==> config.mk <==
export PLATFORM = sky130hd
export DESIGN_NAME = placar_ataque
export DESIGN_NICKNAME = d
export VERILOG_FILES = /design/src/rtl/placar_ataque.sv
export SDC_FILE = /design/constraint.sdc
export NUM_CORES = 1
export LEC_CHECK = 0
export CELL_PAD_IN_SITES_DETAIL_PLACEMENT = 1
export CELL_PAD_IN_SITES_GLOBAL_PLACEMENT = 2
export CORE_MARGIN = 2
export CORE_UTILIZATION = 25
export CTS_CLUSTER_DIAMETER = 100
export DETAILED_ROUTE_END_ITERATION = 7
export PLACE_DENSITY_LB_ADDON = 0.2
export SETUP_SLACK_MARGIN = 0.05
export SLEW_MARGIN = 5
export SYNTH_ARGS = -nofsm -noshare
export SYNTH_HDL_FRONTEND = slang
export SYNTH_SLANG_ARGS = --single-unit
==> constraint.sdc <==
create_clock -name clk -period 1.2 [get_ports clk]
set_input_delay 0.18 -clock clk [delete_from_list [all_inputs] [get_ports clk]]
set_output_delay 0.18 -clock clk [all_outputs]
set_load 0.01 [all_outputs]
==> src/rtl/placar_ataque.sv <==
// -----------------------------------------------------------------------------
// placar_ataque -- attack-game scoreboard.
//
// Sits after the combinational attack decoder. Each confirmed shot samples the
// six target-hit lines, accumulates sticky per-target flags, counts attempts,
// pulses hit/miss, and declares victory (all six targets) or defeat (attempts
// exhausted).
//
// Optional feature: define ATAQUE_DEBOUNCE_EN to insert a DEB_CICLOS-cycle
// stability filter between the synchronizer and the edge detector.
//
// Ports:
//   clk        system clock, rising edge
//   rst        asynchronous active-high reset
//   confirma   raw shot-confirm button (asynchronous to clk)
//   novo_jogo  synchronous game clear (level)
//   s_in[5:0]  target-hit lines from the decoder (bit0 = s1)
//   alvos[5:0] sticky hit flags
//   tentativas attempts consumed so far
//   acerto     one-cycle pulse: shot hit at least one new target
//   erro       one-cycle pulse: shot hit no new target
//   vitoria    level: all targets hit
//   derrota    level: attempts exhausted without victory
//   ocupado    high whenever the FSM is not in ESPERA
// -----------------------------------------------------------------------------
module placar_ataque #(
  parameter int MAX_TENT   = 15,
  parameter int DEB_CICLOS = 500000
) (
  input  logic       clk,
  input  logic       rst,
  input  logic       confirma,
  input  logic       novo_jogo,
  input  logic [5:0] s_in,
  output logic [5:0] alvos,
  output logic [3:0] tentativas,
  output logic       acerto,
  output logic       erro,
  output logic       vitoria,
  output logic       derrota,
  output logic       ocupado
);

  typedef enum logic [1:0] {
    ESPERA = 2'd0,
    AVALIA = 2'd1,
    FIM    = 2'd2
  } estado_t;

  localparam logic [4:0] MAX_T   = 5'(MAX_TENT);
  localparam logic [5:0] TODOS   = 6'h3F;

  // ---------------------------------------------------------------------------
  // Input conditioning: 2-flop synchronizer, optional debounce, edge detector.
  // ---------------------------------------------------------------------------
  logic sync1_q, sync2_q;
  logic nivel;               // conditioned confirma level
  logic prev_q;
  logic disparo_d, disparo_q;

  // NOTE: asynchronous reset is in the sensitivity list so state clears
  // immediately on rst, without waiting for a clock edge.
  always_ff @(posedge clk or posedge rst) begin
    if (rst) begin
      sync1_q <= 1'b0;
      sync2_q <= 1'b0;
    end else begin
      // NOTE: non-blocking assignments make sync2_q take the *old* sync1_q,
      // which is what builds the two-stage pipeline.
      sync1_q <= confirma;
      sync2_q <= sync1_q;
    end
  end

`ifdef ATAQUE_DEBOUNCE_EN
  localparam int CW = (DEB_CICLOS > 1) ? $clog2(DEB_CICLOS + 1) : 1;
  localparam logic [CW-1:0] DEB_FIM = CW'(DEB_CICLOS - 1);

  logic [CW-1:0] deb_cnt_d, deb_cnt_q;
  logic          deb_d, deb_q;

  // Accept a new level only after it differs from the held level for
  // DEB_CICLOS consecutive cycles; any bounce back restarts the count.
  always_comb begin
    deb_cnt_d = '0;
    deb_d     = deb_q;
    if (sync2_q != deb_q) begin
      if (deb_cnt_q == DEB_FIM) begin
        deb_d = sync2_q;
      end else begin
        deb_cnt_d = deb_cnt_q + 1'b1;
      end
    end
  end

  always_ff @(posedge clk or posedge rst) begin
    if (rst) begin
      deb_cnt_q <= '0;
      deb_q     <= 1'b0;
    end else begin
      deb_cnt_q <= deb_cnt_d;
      deb_q     <= deb_d;
    end
  end

  assign nivel = deb_q;
`else
  assign nivel = sync2_q;
`endif

  // Registered rising-edge pulse: holding the button yields one disparo.
  assign disparo_d = nivel & ~prev_q;

  always_ff @(posedge clk or posedge rst) begin
    if (rst) begin
      prev_q    <= 1'b0;
      disparo_q <= 1'b0;
    end else begin
      prev_q    <= nivel;
      disparo_q <= disparo_d;
    end
  end

  // ---------------------------------------------------------------------------
  // Scoring datapath.
  // ---------------------------------------------------------------------------
  estado_t    estado_d, estado_q;
  logic [5:0] alvos_d, alvos_q;
  logic [3:0] tent_d, tent_q;
  logic       acerto_d, acerto_q;
  logic       erro_d, erro_q;
  logic       vit_d, vit_q;
  logic       der_d, der_q;

  logic [5:0] novos;
  logic [5:0] alvos_or;
  logic [4:0] tent_inc;      // one bit wider so the compare cannot wrap
  logic       ganhou, esgotou;

  assign novos    = s_in & ~alvos_q;
  assign alvos_or = alvos_q | s_in;
  assign tent_inc = {1'b0, tent_q} + 5'd1;
  assign ganhou   = (alvos_or == TODOS);
  assign esgotou  = (tent_inc == MAX_T);

  always_comb begin
    // NOTE: every output of this block gets a default first, so no path
    // leaves a variable unassigned and no latch is inferred.
    alvos_d  = alvos_q;
    tent_d   = tent_q;
    acerto_d = 1'b0;         // pulses fall back to 0 every cycle
    erro_d   = 1'b0;
    vit_d    = vit_q;
    der_d    = der_q;
    if (novo_jogo) begin
      alvos_d = '0;
      tent_d  = '0;
      vit_d   = 1'b0;
      der_d   = 1'b0;
    end else if (estado_q == AVALIA) begin
      alvos_d  = alvos_or;
      tent_d   = tent_inc[3:0];
      acerto_d = (novos != 6'd0);
      erro_d   = (novos == 6'd0);
      vit_d    = ganhou;
      der_d    = !ganhou && esgotou;   // victory wins on the final attempt
    end
  end

  always_ff @(posedge clk or posedge rst) begin
    if (rst) begin
      alvos_q  <= '0;
      tent_q   <= '0;
      acerto_q <= 1'b0;
      erro_q   <= 1'b0;
      vit_q    <= 1'b0;
      der_q    <= 1'b0;
    end else begin
      alvos_q  <= alvos_d;
      tent_q   <= tent_d;
      acerto_q <= acerto_d;
      erro_q   <= erro_d;
      vit_q    <= vit_d;
      der_q    <= der_d;
    end
  end

  // ---------------------------------------------------------------------------
  // FSM: state register / next-state / outputs.
  // ---------------------------------------------------------------------------
  always_ff @(posedge clk or posedge rst) begin
    if (rst) estado_q <= ESPERA;
    else     estado_q <= estado_d;
  end

  always_comb begin
    estado_d = estado_q;
    if (novo_jogo) begin
      estado_d = ESPERA;     // a disparo in this cycle is dropped
    end else begin
      unique case (estado_q)
        ESPERA:  if (disparo_q) estado_d = AVALIA;
        AVALIA:  estado_d = (ganhou || esgotou) ? FIM : ESPERA;
        FIM:     estado_d = FIM;
        default: estado_d = ESPERA;
      endcase
    end
  end

  always_comb begin
    ocupado = (estado_q != ESPERA);
  end

  assign alvos      = alvos_q;
  assign tentativas = tent_q;
  assign acerto     = acerto_q;
  assign erro       = erro_q;
  assign vitoria    = vit_q;
  assign derrota    = der_q;

endmodule

==> impl_metrics.tcl <==
set metrics [dict create \
    status "finished with violations" \
    violations "setup timing" \
    clk_pin_slew_worst_paths_ps 120 \
    start_util_pct 25.91 \
    switching_share_pct 23.76 \
    die_h_um 62.81 \
    n_fill_cell 390 \
    p_comb_share_pct 17.9 \
    max_freq_ghz 0.7335 \
    hold_viol_final 0 \
    clk_latency_ps 320 \
    ctsHoldBuffers 0 \
    seqPwrFrac_pct 45.4 \
    ios 25 \
    avgSynthCellArea_um2 10.05 \
    cp_max_fo 4 \
    max_cap_viol_count 0 \
    grt_usage_pct 14.42 \
    drt-wirelength-per-cell_um 14.90 \
    core_area_um2 3337 \
    fin_skew_ps 4.504 \
    yosys.cell_types.count 23 \
    tritoncts "built" \
    antenna_found_initial 0 \
    rsz0062_at_grt "yes" \
    rows 21 \
    gr-total-overflow 0 \
    drive_gt1_share_pct 57.89 \
    min_path_type "primary input to async pin" \
    postSynth.topFlopCell "dfrtp_1" \
    largest_reg_flops 6 \
    powerDensity_nw_per_um2 913.5 \
    h-tree-depth 1 \
    setup_viol 6 \
    syn_nets 98 \
    fin_crit_ps 1363 \
    worstPathRequired_ps 1430 \
    gp_congestion 0.7409 \
    ir_drop_uv 562.1 \
    die_x_um 62.81 \
    cts_inserted_buffers 3 \
    viasPerCell 4.606 \
    slew_headroom_pct 80.78 \
    cp.arrival_ps 1590 \
    ys_seq_elements 20 \
    yosys-top-cells-area "dfrtp_1, a21oi_1, nor2_1" \
    yosysTopAreaCellShare_pct 57.89 \
    yosys_warnings 0 \
    root_buffer "clkbuf_4" \
    vias 912 \
    leakage_nw 0.8312 \
    worst_setup_path_start_kind "register" \
    period_share_pct 113.6 \
    post-dp-hpwl_um 1695 \
    synth.most_common_cell "dfrtp_1" \
    final_core_util_pct 50.99 \
    multi_input_area_um2 467.9 \
    cts.sinks 20 \
    drc 0 \
    finalMaxSlewViolations 0 \
    initialDrtViolationCount 21 \
    syn_area_um2 864.6 \
    synthArstFlopShare_pct 100.0 \
    p_clk_share_pct 36.7 \
    cts_buffer_depth 2 \
    ant_nets 0 \
    grt_pass1_vias 903 \
    synth_top_cell_by_area "dfrtp_1" \
    synth_edf_count 0 \
    intPower_mw 1.185 \
    numPortBuffers 24 \
    die_area_um2 3944 \
    finalNetCount 165 \
    synthCells 86 \
    yosysSeqAreaShare_pct 57.89 \
    routed_wl_um 2951 \
    totalPowerFinal_mw 1.554 \
    syn_to_final_growth_pct 96.82 \
    p_sw_mw 0.3694 \
    tightestPinTransition_ps 288.3 \
    grt_max_degree 21 \
    cp-end-kind "register" \
    critical_path_class "register to register" \
    n_antenna_cell 0 \
    first_pass_iters 4 \
    grt_pass1_wl_um 4360 \
    seqCellArea_um2 503.0 \
    fin_ws_ps -163.3 \
    synthTopCellsByCount "dfrtp_1, a21oi_1, nor2_1, inv_1, nand2_1" \
]
==> power by group through the flow <==
stage / logic [mW] / clock network, mW / registers, mW
floorplan: 0.0638 / 0 / 0.726
global placement: 0.164 / 0 / 0.723
detailed placement: 0.168 / 0 / 0.724
CTS: 0.223 / 0.584 / 0.704
global route: 0.300 / 0.625 / 0.709
finish: 0.279 / 0.570 / 0.706
==> cell type report <==
type	count	area share [%]
timing repair buffer	65	34.56
sequential	20	29.56
multi-input combinational	55	27.50
tap	46	3.382
inverter	8	1.912
clock inverter	1	1.765
clock buffer	3	1.324
==> cells by family after synthesis <==
| family | Yosys count | share of synthesized area (%) |
|---|---|---|
| xor gates and xnor gates | 3 | 3.040 |
| adders and majority gates | 2 | 2.894 |
| buffers and inverters | 11 | 4.920 |
| AOI/OAI and AO/OA | 20 | 14.47 |
| and+or+nand+nor | 30 | 16.79 |
| DFF | 20 | 57.89 |
==> layout by cell type (no fill, tap or decap), drive strengths merged, types with 3 or more instances in the layout <==
cell type,instances
buf,49
dfrtp,20
nor2,11
a21oi,11
clkdlybuf4s50,9
inv,8
clkbuf,8
nand2,7
o22ai,6
xor2,3
==> path summary, 6_finish.rpt <==
check	to	depth (start not counted)	from	slack (ps)
max	derrota	6	tentativas[0]	-160
min	alvos[3]	3	rst	170
max reg2reg	derrota	6	tentativas[0]	-160
min reg2reg	nivel	0	sync1_q	370
max in group asynchronous	tentativas[1]	3	rst	790
min in group clk	sync1_q	1	confirma	300
==> timing repair <==
| item | CTS | global route |
|---|---|---|
| hold endpoints to repair | 0 | 0 |
| setup endpoints to repair | 30 | 26 |
| pin swaps | 9 | 20 |
| resized for setup | 65 | 39 |
| setup buffers | 21 | 9 |
==> per-layer routing <==
| metal | vias up | GRT usage, % | wire length [µm] |
|---|---|---|---|
| li1 | 426 | - | - |
| met1 | 461 | 17.65 | 1208 |
| met2 | 21 | 24.33 | 1572 |
| met3 | 4 | 2.342 | 100 |
| met4 | 0 | 7.500 | 70 |
| met5 | - | 0 | 0 |
==> worst max-delay path: stages, from the launching register on <==
cell	delay, ps
dfrtp_2	460
buf_6	130
inv_4	50
ha_4	130
nand2_2	40
o31a_1	270
o41ai_2	190
==> through the flow <==
step | std cells | setup slack (ps) | TNS (ps) | hold WS (ps) | cell area [µm²]
6_report | 198 | -163.3 | -401.0 | 174.0 | 1702
5_1_grt | 198 | -237.1 | -1114 | 194.9 | 1702
4_1_cts | 190 | -160.4 | -455.3 | 181.1 | 1526
3_5_place_dp | 165 | -245.9 | -1960 | 345.7 | 1257
3_3_place_gp | 165 | -228.2 | -1700 | 335.0 | 1257
2_1_floorplan | 86 | -67.63 | -67.63 | 143.7 | 882.1
No activity file was read; power rests on OpenSTA's default activity.
